--- src/rtl/modulation_bit_mapper.sv ---
// modulation_bit_mapper: serialises a latched word MSB-first into symmetric level pairs zero +/- AMP
//   clk                : rising-edge pipe clock
//   reset              : asynchronous active-low reset
//   start              : transmit request, honoured only in IDLE
//   input_bit, zero    : data word and baseline level, latched on accepted start
//   array_ref_wire_2   : registered in-phase level, base + s
//   array_ref_m_wire_2 : registered mirrored level, base - s
//   sample_valid       : level pair is a live sample
//   busy               : word in flight (first through last sample)
//   valid              : one-cycle word-complete pulse
module modulation_bit_mapper #(
  parameter int          NBITS = 32,
  parameter int          SPB   = 4,
  parameter logic [31:0] AMP   = 32'd1024
) (
  input  logic        clk,
  input  logic        reset,
  input  logic        start,
  input  logic [31:0] input_bit,
  input  logic [31:0] zero,
  output logic [31:0] array_ref_wire_2,
  output logic [31:0] array_ref_m_wire_2,
  output logic        sample_valid,
  output logic        busy,
  output logic        valid
);
  typedef enum logic [1:0] {IDLE, RUN, DONE} state_t;
  localparam logic [4:0] IDX_TOP  = 5'(NBITS - 1);
  localparam logic [7:0] SPB_LAST = 8'(SPB - 1);
  state_t      state_q, state_d;
  logic [31:0] word_q, word_d, base_q, base_d, ref_q, ref_d, ref_m_q, ref_m_d, s;
  logic [4:0]  bit_idx_q, bit_idx_d;
  logic [7:0]  spb_cnt_q, spb_cnt_d;
  logic        sv_q, sv_d, valid_q, valid_d, last;
  assign last = spb_cnt_q == SPB_LAST;
  always_comb begin
    state_d   = state_q;
    word_d    = word_q;
    base_d    = base_q;
    bit_idx_d = bit_idx_q;
    spb_cnt_d = spb_cnt_q;
    s         = word_q[bit_idx_q] ? AMP : ~AMP + 32'd1;
    // the level registers lag the state by one edge, so RUN state produces the next live sample
    sv_d      = state_q == RUN;
    valid_d   = state_q == DONE;
    ref_d     = sv_d ? base_q + s : base_q;
    ref_m_d   = sv_d ? base_q - s : base_q;
    case (state_q)
      IDLE: if (start) begin
        word_d    = input_bit;
        base_d    = zero;
        bit_idx_d = IDX_TOP;
        spb_cnt_d = 8'd0;
        state_d   = RUN;
      end
      RUN: begin
        spb_cnt_d = last ? 8'd0 : spb_cnt_q + 8'd1;
        bit_idx_d = last ? bit_idx_q - 5'd1 : bit_idx_q;
        state_d   = (last && bit_idx_q == 5'd0) ? DONE : RUN;
      end
      default: state_d = IDLE;
    endcase
  end
  always_ff @(posedge clk or negedge reset) begin
    if (!reset) begin
      state_q   <= IDLE;
      word_q    <= '0;
      base_q    <= '0;
      bit_idx_q <= '0;
      spb_cnt_q <= '0;
      ref_q     <= '0;
      ref_m_q   <= '0;
      sv_q      <= 1'b0;
      valid_q   <= 1'b0;
    end else begin
      state_q   <= state_d;
      word_q    <= word_d;
      base_q    <= base_d;
      bit_idx_q <= bit_idx_d;
      spb_cnt_q <= spb_cnt_d;
      ref_q     <= ref_d;
      ref_m_q   <= ref_m_d;
      sv_q      <= sv_d;
      valid_q   <= valid_d;
    end
  end
  assign array_ref_wire_2   = ref_q;
  assign array_ref_m_wire_2 = ref_m_q;
  assign sample_valid       = sv_q;
  // busy spans exactly the live samples
  assign busy               = sv_q;
  assign valid              = valid_q;
endmodule
--- config.mk ---
export PLATFORM = sky130hd
export DESIGN_NAME = modulation_bit_mapper
export DESIGN_NICKNAME = d
export VERILOG_FILES = /design/src/rtl/modulation_bit_mapper.sv
export SDC_FILE = /design/constraint.sdc
export NUM_CORES = 1
export LEC_CHECK = 0
export BUFFER_PORTS_ARGS = -buffer_cell sky130_fd_sc_hd__buf_2
export CORE_MARGIN = 3
export CORE_UTILIZATION = 35
export CTS_BUF_LIST = sky130_fd_sc_hd__clkbuf_8
export DETAILED_ROUTE_END_ITERATION = 6
export MAX_ROUTING_LAYER = met4
export PLACE_DENSITY_LB_ADDON = 0.05
export SLEW_MARGIN = 20
export SYNTH_ARGS = -nofsm -noshare
export SYNTH_HDL_FRONTEND = slang
export SYNTH_SLANG_ARGS = --single-unit
--- constraint.sdc ---
create_clock -name clk -period 9.1 [get_ports clk]
set_input_delay 1.365 -clock clk [delete_from_list [all_inputs] [get_ports clk]]
set_output_delay 1.365 -clock clk [all_outputs]
set_load 0.02 [all_outputs]
Word-level counts from Yosys, hierarchy flattened:

Index checks and enable logic that the tools add are counted.

* input bits: 67
* output and inout port bits: 67
* bits in registers: 145

* eq/ne operators: 5
* magnitude comparators: 1
* $add $sub $neg: 4
* mux-type cells: 14
* reductions and logical operators: 7

Operators with widths (number)
* two-way mux 32 bit: 3
* adder 32 bit: 1
* subtractor 32 bit: 1
* two-way mux 8 bit: 2
* case mux 8 bit (2 select lines): 1
* two-way mux 5 bit: 2
* case mux 5 bit (2 select lines): 1
* adder 8 x 1 -> 8 bit, second input constant: 1
* equality test 8 x 2 -> 1 bit, second input constant: 1
* less-than comparator 5 x 6 -> 1 bit, second input constant: 1
* binary-select mux 1 bit (select 5 bit): 1
* zero test 5 bit: 1
* subtractor 5 x 1 -> 5 bit, second input constant: 1
* two-way mux 2 bit: 2
* case mux 2 bit (2 select lines): 1
* AND reduction 2 bit: 2
* AND reduction 3 bit: 1
* equality test 2 x 1 -> 1 bit, second input constant: 1
* equality test 2 bit, second input constant: 1
* zero test 2 bit: 1
* != test 2 x 1 -> 1 bit, second input constant: 1
* != test 2 bit, second input constant: 1
* nonzero test 2 bit: 1
* logical AND 1 bit: 1
* two-way mux 1 bit: 1

Depth between registers and ports, before layout:

* depth after elaboration: 5
* mapped depth: 14
* mapped depth without buffers: 13

Worst setup path after synthesis:

No wires, ideal clock.

* path kind: register to register
* from: register bit_idx_q[1]
* to: register ref_m_q[22] (netlist: array_ref_m_wire_2[22])
* arrival: 4.485 ns
* clock period less this slack: 4.554 ns
* cell stages (with the launch flop): 15
* slack: 4.546 ns
* path buffers: 1
* path through: dfrtp_1 buf_2 mux4_2 mux2i_1 nor3_1 nor4_4 inv_1 fa_1 nand2b_1 a21oi_1 o21a_1 o21ai_0 a21oi_1 or4_1 nand3_1

* cells in the longest elaborated chain, start to end: 5

Ends and longest elaborated chain
* start, declared: line 32 `logic [4:0] bit_idx_q, bit_idx_d;`
* start signal, assigned: line 79 `bit_idx_q <= bit_idx_d;`
* binary-select mux 1 bit (select 5 bit): line 42 `s = word_q[bit_idx_q] ? AMP : ~AMP + 32'd1;`
* two-way mux 1 bit (not written as such): line 42
* two-way mux 32 bit: line 42
* subtractor 32 bit: line 47 `ref_m_d = sv_d ? base_q - s : base_q;`
* two-way mux 32 bit: line 47
* via ref_m_d[22]: line 31 `logic [31:0] word_q, word_d, base_q, base_d, ref_q, ref_d, ref_m_q, ref_m_d, s;`
* end signal, assigned: line 82 `ref_m_q <= ref_m_d;`
* end, declared: line 31

The timed path passes the listed nets, and every way through them passes these cells. The select of a mux whose other input is x is not followed.
A chain may end at the register's enable or synchronous reset.

Worst setup path after layout:

* from: register bit_idx_q[1]
* to: register ref_m_q[28] (netlist: array_ref_m_wire_2[28])

Same word-level chain as after synthesis.

==> impl_metrics.py <==
metrics = {
    "outcome": {
        "run_status": "finished, final reports clean",
    },
    "worst_hold_path": {
        "hold_path_depth": 0,
        "worstHoldPathType": "reg -> reg",
        "min_to": "array_ref_m_wire_2[7]",
        "worstHoldStart": "base_q[7]",
    },
    "die": {
        "chipHeight_um": 153.9,
        "core.rowCount": 53,
        "floorplan.die_area_um2": 23690,
        "initial_utilization": 0.3598,
        "io_pins": 134,
        "core_um2": 21290,
        "die_w_um": 153.9,
    },
    "route": {
        "drt_pass1_iterations": 5,
        "drt-initial-drc-count": 444,
        "detail_route.wirelength_mm": 21.35,
        "antenna_violating_nets_post_route": 0,
        "routedWlPerCell_um": 17.04,
        "drt_drc_violations_left": 0,
        "detailroute.via_count": 6423,
        "vias_per_cell": 5.126,
    },
    "synthesis": {
        "synth_flop_cell": "dfrtp_1",
        "synth_top_cell_area_share": 0.4378,
        "synth.top_cells.by_count": "nand2_1, dfrtp_1, o21ai_0",
        "synth_async_sr_flop_share": 1.000,
        "post_synth.cell_area_avg_um2": 8.895,
        "synth_cells": 861,
        "synthesis_warnings": 0,
        "synthTopCellsByArea": "dfrtp_1, nand2_1, ha_1",
        "yosys.cell_count.top_type": "nand2_1",
        "post_syn_area_um2": 7659,
        "synth_seq_area_share": 0.4378,
        "synth-seq-cells": 134,
        "yosysUniqueCellTypes": 62,
        "synth_enable_flop_cells": 0,
        "synth_largest_area_cell": "dfrtp_1",
        "syn_nets": 976,
    },
    "setup_path": {
        "rr_worst_depth": 14,
        "setup.worst_path.start_class": "register",
        "ff2ff_setup_slack_ns": 4.48,
        "crit_path_max_incr_delay_ns": 0.70,
        "arrival_ns": 5.01,
        "end_kind": "register",
        "worstPathCellList": "mux4_2 > mux2i_1 > nor3_1 > nor4_4 > buf_4 > inv_1 > fa_1 > nand2b_1 > a21oi_1 > o21a_1 > o211ai_1 > nand3_1 > or4_1 > nand3_1",
        "worst-path-max-fanout": 29,
        "worst_r2r_startpoint": "bit_idx_q[1]",
        "cp_slowest_cell": "dfrtp_1",
        "rr_endpoint": "array_ref_m_wire_2[28]",
        "critical_path_class": "reg -> reg",
        "worst_path_most_repeated_cell": "nand3_1",
        "worstPathRequired_ns": 9.49,
    },
    "timing": {
        "maxSlewViolCount": 0,
        "post-route-min-period_ns": 4.623,
        "fin_tns_setup_ns": 0,
        "hold_viol_final": 0,
        "timing.slew.headroom": 0.4203,
        "finalCritPeriodShare": 0.5081,
        "fin_worst_skew_ns": 0.01978,
        "tightestPinTransition_ns": 0.8584,
        "setup_repair_after_global_routing_missed_its_margin": "no",
        "timing.final.setup_violations": 0,
        "fmaxAchievable_mhz": 216.3,
    },
    "cts": {
        "cts_hold_buf": 0,
        "clkLatencyLatePin_ns": 0.46,
        "clkSinkCount": 134,
        "post-cts-setup-buffer-count": 0,
        "tritoncts.num_buffers": 17,
        "clkSlewWorstSetupHoldPaths_ns": 0.09,
        "cts_resized": 0,
        "longest_clk_path_bufs": 2,
        "cts_tree": "yes",
        "clockRootBuffer": "clkbuf_8",
        "htreeDepth": 4,
    },
    "place": {
        "last_weighted_congestion_value_of_the_routability_driven_placer": 0.8766,
        "dpl.hpwl_mm": 15.31,
        "port_buffers": 133,
    },
    "final_layout": {
        "post_route_cells_drive_above_1_share": 0.1881,
        "final_core_utilization": 0.4164,
        "insertedDiodeCount": 0,
        "net_count_final": 1080,
        "fill_cells": 2192,
        "areaGrowthSynthToFinish_pct": 15.75,
    },
    "flow_run": {
        "max_cap_violations": 0,
    },
    "global_route": {
        "grt_start_max_net_pins": 95,
        "number_of_global_route_vias_before_repair": 6615,
        "grt_antenna_before_repair": 0,
        "global_route.usage.total": 0.1899,
        "overflow": 0,
        "grt_pass1_wl_mm": 35.16,
    },
}
## worst max-delay path: cells and delay by family, from the launching register on
family	cells	cell delay, ns
simple gates	6	1.22
buf+inv	2	0.86
mux	2	0.72
flops	1	0.70
fa+ha+maj	1	0.56
compound gates	3	0.49
## worst max path at each step
stage                                   to         start  cells past startpoint  slack, ns
finish              array_ref_m_wire_2[28]  bit_idx_q[1]                     14       4.48
global route        array_ref_m_wire_2[27]  bit_idx_q[1]                     14       3.97
CTS                 array_ref_m_wire_2[27]  bit_idx_q[1]                     14       4.38
detailed placement  array_ref_m_wire_2[27]  bit_idx_q[1]                     14       4.38
global placement    array_ref_m_wire_2[27]  bit_idx_q[1]                     14       4.49
floorplan           array_ref_m_wire_2[22]  bit_idx_q[1]                     14       4.55
## registers in the layout, summed over array words and instances (netlist names), 2 cells and up
signal and count:
bit_idx_q 5, spb_cnt_q 8, array_ref_m_wire_2 32, array_ref_wire_2 21, base_q 32, word_q 32
state_q 2
## stage by stage
stage	setup WS (ns)	instance area [um2]	hold WS, ns	cells
final	4.477	8865	0.3806	1253
after global routing	3.965	8865	0.3891	1253
after CTS	4.380	8865	0.3826	1253
after detailed placement	4.384	8452	0.3598	1221
after global placement	4.487	8452	0.3570	1221
after floorplan	4.546	7659	0.3535	861
## layout by cell type (no fill, tap or decap), types with 11 or more instances in the layout
| cell | Yosys | routed |
|---|---|---|
| inv_1 | 25 | 25 |
| clkbuf_8 | 0 | 17 |
| o21ai_0 | 54 | 54 |
| xnor2_1 | 23 | 23 |
| buf_2 | 4 | 132 |
| nor3_1 | 11 | 11 |
| nor2_1 | 40 | 40 |
| ha_1 | 46 | 46 |
| a21oi_1 | 38 | 38 |
| dfrtp_1 | 134 | 134 |
| nand2_1 | 242 | 241 |
| nand3_1 | 21 | 21 |
## kinds of logic after synthesis
family | Yosys count | synth area share
and+or+nand+nor | 378 | 0.2201
AOI/OAI and AO/OA | 177 | 0.1480
DFF | 134 | 0.4378
buffers and inverters | 79 | 0.04803
adders and majority gates | 48 | 0.08038
xor gates and xnor gates | 31 | 0.03545
muxes | 14 | 0.03022
## layout make-up
type	instances	area [um2]	area share
sequential	134	3353	0.3783
inverter	25	93.84	0.01059
timing repair buffer	139	716.9	0.08088
clock buffer	17	234.0	0.02639
tap	275	344.1	0.03881
clock inverter	15	178.9	0.02018
multi-input combinational	648	3944	0.4449
## layer usage
metal  up-vias  GRT usage  wire length [um]
met2       158     0.3042             10090
met5         -          -                 0
met3        25    0.03124               795
met4         0    0.05551               371
met1      3059     0.2499             10100
li1       3181          -                 -
Power is left out: the tool's default activity adds up to more than one toggle a clock period on the data nets, which glitch-free logic cannot reach.
